File: config.mk
export PLATFORM = sky130hd
export DESIGN_NAME = mem_stage_flat
export DESIGN_NICKNAME = d
export VERILOG_FILES = /design/src/rtl/mem_pkg.sv /design/src/rtl/mem_if.sv /design/src/rtl/mem_load_align.sv /design/src/rtl/mem_stage.sv /design/src/flat_wrapper.sv
export SDC_FILE = /design/constraint.sdc
export NUM_CORES = 1
export LEC_CHECK = 0
export CELL_PAD_IN_SITES_DETAIL_PLACEMENT = 0
export CELL_PAD_IN_SITES_GLOBAL_PLACEMENT = 1
export CORE_UTILIZATION = 31
export CTS_CLUSTER_SIZE = 12
export DETAILED_ROUTE_END_ITERATION = 10
export PLACE_DENSITY = 0.83
export SLEW_MARGIN = 15
export SYNTH_ARGS = -nofsm -noshare
export SYNTH_HDL_FRONTEND = slang
export SYNTH_SLANG_ARGS = --single-unit
File: constraint.sdc
create_clock -name clk -period 1.92 [get_ports clk]
set_clock_uncertainty 0.05 [all_clocks]
set_input_delay 0.192 -clock clk [delete_from_list [all_inputs] [get_ports clk]]
set_output_delay 0.192 -clock clk [all_outputs]
set_load 0.1 [all_outputs]
File: src/rtl/mem_pkg.sv
// Shared encodings for the MEM pipeline stage: access sizes, FSM states and byte enables.
package mem_pkg;

    localparam logic [1:0] MEM_B = 2'b00;
    localparam logic [1:0] MEM_H = 2'b01;
    localparam logic [1:0] MEM_W = 2'b10;
    localparam int         MEM_UNSIGNED = 2;

    typedef enum logic {
        ST_IDLE   = 1'b0,
        ST_ACCESS = 1'b1
    } state_t;

    localparam logic [3:0] BE_NONE = 4'b0000;
    localparam logic [3:0] BE_B0   = 4'b0001;
    localparam logic [3:0] BE_HLO  = 4'b0011;
    localparam logic [3:0] BE_HHI  = 4'b1100;
    localparam logic [3:0] BE_WORD = 4'b1111;

endpackage

File: src/rtl/mem_if.sv
// Data-memory req/ack port; the MEM stage is the master, the memory the slave.
interface mem_if #(
    parameter int ADDR_W = 32,
    parameter int DATA_W = 32
);
    logic                  mem_req;
    logic                  mem_we;
    logic [ADDR_W-1:0]     mem_addr;
    logic [DATA_W/8-1:0]   mem_be;
    logic [DATA_W-1:0]     mem_wdata;
    logic                  mem_ack;
    logic [DATA_W-1:0]     mem_rdata;

    modport master (
        output mem_req, mem_we, mem_addr, mem_be, mem_wdata,
        input  mem_ack, mem_rdata
    );

    modport slave (
        input  mem_req, mem_we, mem_addr, mem_be, mem_wdata,
        output mem_ack, mem_rdata
    );
endinterface

File: src/rtl/mem_load_align.sv
// Picks the addressed little-endian lane out of a read word and sign/zero-extends it.
module load_align
    import mem_pkg::*;
#(
    parameter int DATA_W = 32
) (
    input  logic [DATA_W-1:0] rdata,
    input  logic [1:0]        addrLo,
    input  logic [2:0]        memOp,
    output logic [DATA_W-1:0] loadData
);

    logic signed [7:0]  byteLane;
    logic signed [15:0] halfLane;

    always_comb begin
        case (addrLo)
            2'd0:    byteLane = rdata[7:0];
            2'd1:    byteLane = rdata[15:8];
            2'd2:    byteLane = rdata[23:16];
            default: byteLane = rdata[31:24];
        endcase
        halfLane = addrLo[1] ? rdata[31:16] : rdata[15:0];

        case (memOp[1:0])
            MEM_B: loadData = memOp[MEM_UNSIGNED] ? {{(DATA_W-8){1'b0}}, byteLane}
                                                  : {{(DATA_W-8){byteLane[7]}}, byteLane};
            MEM_H: loadData = memOp[MEM_UNSIGNED] ? {{(DATA_W-16){1'b0}}, halfLane}
                                                  : {{(DATA_W-16){halfLane[15]}}, halfLane};
            default: loadData = rdata;
        endcase
    end

endmodule

File: src/rtl/mem_stage.sv
// MEM pipeline stage: byte/half/word loads and stores over a req/ack port, MEM/WB register.
// Optional misaligned-access exception enabled by defining MEM_MISALIGN_EXC_EN.
module mem_stage
    import mem_pkg::*;
#(
    parameter int ADDR_W = 32,
    parameter int DATA_W = 32
) (
    input  logic              clk,
    input  logic              rst,
    input  logic              valid_i,
    input  logic              RegWriteEn_i,
    input  logic [4:0]        RegWriteAddr_i,
    input  logic [DATA_W-1:0] AluRes_i,
    input  logic [DATA_W-1:0] StoreData_i,
    input  logic              MemRead_i,
    input  logic              MemWrite_i,
    input  logic [2:0]        MemOp_i,
    output logic              stall_o,
    mem_if.master             dmem,
    output logic              wb_valid_o,
    output logic              RegWriteEn_o,
    output logic [4:0]        RegWriteAddr_o,
    output logic [DATA_W-1:0] RegWriteData_o,
    output logic              exc_o
);

    state_t            state;
    logic              destEn_p1;
    logic [2:0]        memOp_p1;
    logic [1:0]        addrLo_p1;
    logic              isLoad_p1;
    logic [DATA_W-1:0] loadData;
    logic              isMem;

    function automatic logic [3:0] byteEnable(input logic [1:0] size, input logic [1:0] lo);
        case (size)
            MEM_B:   byteEnable = BE_B0 << lo;
            MEM_H:   byteEnable = lo[1] ? BE_HHI : BE_HLO;
            default: byteEnable = BE_WORD;
        endcase
    endfunction

    function automatic logic [DATA_W-1:0] laneData(input logic [1:0] size, input logic [DATA_W-1:0] sd);
        case (size)
            MEM_B:   laneData = {4{sd[7:0]}};
            MEM_H:   laneData = {2{sd[15:0]}};
            default: laneData = sd;
        endcase
    endfunction

    assign isMem   = MemRead_i | MemWrite_i;
    assign stall_o = (state == ST_ACCESS);

`ifdef MEM_MISALIGN_EXC_EN
    logic misaligned;
    logic excReg;
    // Size encoding 11 counts as word, so bit 1 alone flags a word access.
    assign misaligned = ((MemOp_i[1:0] == MEM_H) && AluRes_i[0]) ||
                        (MemOp_i[1] && (AluRes_i[1:0] != 2'b00));
    assign exc_o = excReg;
`else
    assign exc_o = 1'b0;
`endif

    load_align #(.DATA_W(DATA_W)) u_load_align (
        .rdata    (dmem.mem_rdata),
        .addrLo   (addrLo_p1),
        .memOp    (memOp_p1),
        .loadData (loadData)
    );

    always_ff @(posedge clk) begin
        if (rst) begin
            state          <= ST_IDLE;
            dmem.mem_req   <= 1'b0;
            dmem.mem_we    <= 1'b0;
            dmem.mem_addr  <= '0;
            dmem.mem_be    <= '0;
            dmem.mem_wdata <= '0;
            wb_valid_o     <= 1'b0;
            RegWriteEn_o   <= 1'b0;
            RegWriteAddr_o <= '0;
            RegWriteData_o <= '0;
            destEn_p1      <= 1'b0;
            memOp_p1       <= '0;
            addrLo_p1      <= '0;
            isLoad_p1      <= 1'b0;
`ifdef MEM_MISALIGN_EXC_EN
            excReg         <= 1'b0;
`endif
        end else begin
`ifdef MEM_MISALIGN_EXC_EN
            excReg <= 1'b0;
`endif
            case (state)
                ST_IDLE: begin
                    if (!valid_i) begin
                        wb_valid_o   <= 1'b0;
                        RegWriteEn_o <= 1'b0;
`ifdef MEM_MISALIGN_EXC_EN
                    end else if (isMem && misaligned) begin
                        wb_valid_o   <= 1'b1;
                        RegWriteEn_o <= 1'b0;
                        excReg       <= 1'b1;
`endif
                    end else if (isMem) begin
                        // p0 -> p1: capture the access; a read+write combination is a load.
                        destEn_p1      <= RegWriteEn_i;
                        RegWriteAddr_o <= RegWriteAddr_i;
                        memOp_p1       <= MemOp_i;
                        addrLo_p1      <= AluRes_i[1:0];
                        isLoad_p1      <= MemRead_i;
                        dmem.mem_req   <= 1'b1;
                        dmem.mem_we    <= MemWrite_i & ~MemRead_i;
                        dmem.mem_addr  <= {AluRes_i[ADDR_W-1:2], 2'b00};
                        dmem.mem_be    <= MemRead_i ? BE_NONE : byteEnable(MemOp_i[1:0], AluRes_i[1:0]);
                        dmem.mem_wdata <= laneData(MemOp_i[1:0], StoreData_i);
                        wb_valid_o     <= 1'b0;
                        RegWriteEn_o   <= 1'b0;
                        state          <= ST_ACCESS;
                    end else begin
                        wb_valid_o     <= 1'b1;
                        RegWriteEn_o   <= RegWriteEn_i;
                        RegWriteAddr_o <= RegWriteAddr_i;
                        RegWriteData_o <= AluRes_i;
                    end
                end
                ST_ACCESS: begin
                    // p1 -> p2: completion writes the MEM/WB register.
                    if (dmem.mem_ack) begin
                        dmem.mem_req <= 1'b0;
                        dmem.mem_we  <= 1'b0;
                        wb_valid_o   <= 1'b1;
                        RegWriteEn_o <= isLoad_p1 & destEn_p1;
                        if (isLoad_p1) begin
                            RegWriteData_o <= loadData;
                        end
                        state <= ST_IDLE;
                    end
                end
                default: state <= ST_IDLE;
            endcase
        end
    end

endmodule

File: src/flat_wrapper.sv
// flat-port wrapper written by rule: the top's interface ports become plain ports
module mem_stage_flat import mem_pkg::*;
#(
    parameter int ADDR_W = 32,
    parameter int DATA_W = 32
)
  (clk, rst, valid_i, RegWriteEn_i, RegWriteAddr_i, AluRes_i, StoreData_i, MemRead_i, MemWrite_i, MemOp_i, stall_o, wb_valid_o, RegWriteEn_o, RegWriteAddr_o, RegWriteData_o, exc_o, dmem_mem_req, dmem_mem_we, dmem_mem_addr, dmem_mem_be, dmem_mem_wdata, dmem_mem_ack, dmem_mem_rdata);
  mem_if #(.ADDR_W(ADDR_W), .DATA_W(DATA_W)) dmem_i ();
  input  logic clk;
  input  logic rst;
  input  logic valid_i;
  input  logic RegWriteEn_i;
  input  logic [4:0] RegWriteAddr_i;
  input  logic [DATA_W-1:0] AluRes_i;
  input  logic [DATA_W-1:0] StoreData_i;
  input  logic MemRead_i;
  input  logic MemWrite_i;
  input  logic [2:0] MemOp_i;
  output logic stall_o;
  output logic wb_valid_o;
  output logic RegWriteEn_o;
  output logic [4:0] RegWriteAddr_o;
  output logic [DATA_W-1:0] RegWriteData_o;
  output logic exc_o;
  output wire logic [$bits(dmem_i.mem_req)-1:0] dmem_mem_req;
  output wire logic [$bits(dmem_i.mem_we)-1:0] dmem_mem_we;
  output wire logic [$bits(dmem_i.mem_addr)-1:0] dmem_mem_addr;
  output wire logic [$bits(dmem_i.mem_be)-1:0] dmem_mem_be;
  output wire logic [$bits(dmem_i.mem_wdata)-1:0] dmem_mem_wdata;
  input wire logic [$bits(dmem_i.mem_ack)-1:0] dmem_mem_ack;
  input wire logic [$bits(dmem_i.mem_rdata)-1:0] dmem_mem_rdata;
  assign dmem_mem_req = dmem_i.mem_req;
  assign dmem_mem_we = dmem_i.mem_we;
  assign dmem_mem_addr = dmem_i.mem_addr;
  assign dmem_mem_be = dmem_i.mem_be;
  assign dmem_mem_wdata = dmem_i.mem_wdata;
  assign dmem_i.mem_ack = dmem_mem_ack;
  assign dmem_i.mem_rdata = dmem_mem_rdata;
  mem_stage #(.ADDR_W(ADDR_W), .DATA_W(DATA_W)) u_core (.clk(clk), .rst(rst), .valid_i(valid_i), .RegWriteEn_i(RegWriteEn_i), .RegWriteAddr_i(RegWriteAddr_i), .AluRes_i(AluRes_i), .StoreData_i(StoreData_i), .MemRead_i(MemRead_i), .MemWrite_i(MemWrite_i), .MemOp_i(MemOp_i), .stall_o(stall_o), .dmem(dmem_i), .wb_valid_o(wb_valid_o), .RegWriteEn_o(RegWriteEn_o), .RegWriteAddr_o(RegWriteAddr_o), .RegWriteData_o(RegWriteData_o), .exc_o(exc_o));
endmodule
==> results.toml <==
[die]
die_area_mm2 = 0.0188
die_h_um = 137
ioPinCount = 222
core_mm2 = 0.0175
initial_core_util_pct = 32.2
num_rows = 48
die_w_um = 137

[sta]
rsz0062_at_grt = "false"
post-route-period-util_pct = 92.6
worst_slack_ns = 0.143
fin_crit_ns = 1.78
setup_viol = 0
max_freq_mhz = 563
hold_ws_ns = 0.188
worst_slew_pin_slew_ns = 0.526
hold_violations = 0
setup_tns_ns = 0
drv_slew = 0
max-slew-margin-rel_pct = 64.8

[setup_path]
critPathTopFamily = "compound AO/OA/AOI/OAI gates"
cp_slowest_cell = "or4b_1"
crit_type = "register to register"
max_stage_delay_ns = 0.52
required_ns = 2.21
cp_max_fo = 9
critical_path.startpoint_type = "register"
path_cells = "or4b_1 -> o221ai_4 -> o221ai_1 -> a21oi_1"
crit_buf_inv = 0
critPathCaptureType = "register"
arrival_ns = 2.07

[worst_hold_path]
holdCritPathClass = "input port to register"

[synth]
yosys.area.top_type_share_pct = 40.8
synth.most_common_cell = "nand2_1"
yosysSeqAreaShare_pct = 40.8
yosysWarnings = 0
synthFlopType = "dfxtp_1"
ys_async_sr_fraction_pct = 0
synth_common_cells = "nand2_1, dfxtp_1, a21oi_1"
ys_types = 49
ys_seq_elements = 115
synth-simple-area-share_pct = 23.2
synth_cells = 733
synth_edf_count = 0
synth_xor_area_share_pct = 0
synth_mux_area_share_pct = 4.61
synth_area_leaders = "dfxtp_1, nand2_1, a21oi_1, mux2i_1, o21ai_0"
synth_top_area_cell = "dfxtp_1"
synth_top_family_by_area = "compound AO/OA/AOI/OAI gates"
syn_area_per_cell_um2 = 7.71
syn_area_mm2 = 0.00565
synthAdderAreaFrac_pct = 0
synth_compound_area_share_pct = 24.4

[layout]
fin_util_pct = 49.6
drive_above_1_share_pct = 21.8
final_cell_count_no_fill = 1187
area_delta_synth_final_pct = 53.8
design_area_mm2 = 0.00869
final_nets = 1058

[place]
place.port_buffers = 218
place_congestion = 0.851
place_area_mm2 = 0.00803
placedCellCount = 1153
dp_hpwl_um = 14800
post-place-ws_ns = -0.0815

[power]
cellPowerDensity_mw_per_mm2 = 977
p_leak_nw = 3.44
vdd_drop_max_v = 0.000594
p_total_mw = 8.49

[clock_tree]
cts_tree = "built"
cts-htree-levels = 4
cts_root_buf = "clkbuf_16"
cts_buffers = 17
clock_sinks = 115
insertion_delay_ns = 0.41
cts_buffer_depth = 2
path_clk_slew_ns = 0.05
cts_setup_buffers = 0

[global_routing]
grt_first_pass_wirelength_um = 30700
grt_pass1_vias = 5689
antenna_found_initial = 2
grt_max_degree = 96
grt_usage_pct = 21.4
grt_overflow = 0

[detailed_routing]
drt_iter0_markers = 289
drc = 0
vias_per_cell = 5.06
post_drt_wl_per_cell_um = 16.9
routed_wl_um = 20000
first_pass_iters = 6
num_vias = 6010
detail-route-antenna-nets = 0

[flow_run]
maxCapViolations = 0

[status]
outcome = "finished clean"
report_power, final:
part | total (mW) | leakage [nW] | internal (mW) | switching [mW]
registers | 2.62 | 0.942 | 2.54 | 0.0867
clock network | 3.53 | 0.320 | 2.40 | 1.13
logic | 2.34 | 2.18 | 0.694 | 1.65
flip-flops by register name (all words and copies together), names as in the netlist:
| name | count |
|---|---|
| u_core.RegWriteData_o | 32 |
| u_core.dmem.mem_wdata | 32 |
| u_core.dmem.mem_addr | 30 |
| u_core.RegWriteAddr_o | 5 |
| u_core.dmem.mem_be | 4 |
| u_core.memOp_p1 | 3 |
| u_core.addrLo_p1 | 2 |
| u_core.RegWriteEn_o | 1 |
| u_core.destEn_p1 | 1 |
| u_core.dmem.mem_req | 1 |
| u_core.dmem.mem_we | 1 |
| u_core.isLoad_p1 | 1 |
| u_core.stall_o | 1 |
| u_core.wb_valid_o | 1 |
kinds of logic (layout without fill, tap and decap cells):
logic type,Yosys count,after routing
and+or+nand+nor,308,308
AOI/OAI and AO/OA,196,196
DFF,115,115
buffers and inverters,87,312
muxes,26,26
other,1,5
area by class of cell:
class	count	area, um^2
clock buffers	22	474
multi-input cells	533	2980
clock inverters	10	178
fillers	1750	8850
diodes	2	5.00
well taps	225	282
flip-flops and latches	115	2300
repair buffers	264	2400
inverters	16	60.1
layer usage:
metal | global-route usage [%] | wire length [um] | vias to the layer above
met4 | 7.75 | 391 | 0
met3 | 6.89 | 1740 | 23
li1 | - | - | 2989
met1 | 26.5 | 8480 | 2775
met2 | 34.7 | 9430 | 223
met5 | 0 | 0 | -
placed cells by master (no fill, tap or decap), types with 2 or more instances in the layout:
cell type / Yosys / routed
a211oi_1: 9 / 9
a21oi_1: 73 / 72
a311oi_1: 13 / 13
a31oi_1: 2 / 2
a32o_1: 3 / 3
a32oi_1: 7 / 7
buf_12: 0 / 12
buf_4: 5 / 143
bufinv_16: 0 / 5
clkbuf_1: 37 / 2
clkbuf_16: 0 / 17
clkbuf_8: 0 / 3
clkdlybuf4s50_1: 0 / 109
clkinv_2: 0 / 4
conb_1: 1 / 3
dfxtp_1: 115 / 114
diode_2: 0 / 2
inv_1: 16 / 16
mux2i_1: 26 / 26
nand2_1: 210 / 210
nand2_2: 2 / 2
nand2b_1: 9 / 9
nand3_1: 18 / 18
nand3b_1: 9 / 9
nor2_1: 30 / 29
nor2b_1: 4 / 4
nor3_1: 17 / 17
o211ai_1: 5 / 5
o21ai_0: 36 / 36
o221a_2: 2 / 2
o221ai_1: 8 / 8
o22ai_1: 3 / 3
o311ai_0: 8 / 8
o32ai_1: 8 / 8
o32ai_2: 9 / 9
or2_2: 2 / 2
worst reg2reg max path: stages (launching register included):
cell and delay (ns):
dfxtp_1 0.45, or4b_1 0.52, o221ai_4 0.35, o221ai_1 0.19
a21oi_1 0.15
what timing repair did:
action / CTS / global route
setup endpoints to repair: 0 / 5
resized for setup: 0 / 1
hold buffers: 0 / 0
final timing paths:
| kind | slack (ns) | startpoint | cells after the start | endpoint |
|---|---|---|---|---|
| max reg2reg | 0.14 | u_core.addrLo_p1[1] | 4 | u_core.RegWriteData_o[10] |
| min | 0.19 | rst | 4 | u_core.dmem.mem_be[1] |
| min reg2reg | 0.40 | u_core.dmem.mem_addr[5] | 2 | u_core.dmem.mem_addr[5] |
| max | 0.14 | u_core.addrLo_p1[1] | 4 | u_core.RegWriteData_o[10] |
Note: power is estimated with default switching activity, not from simulation.
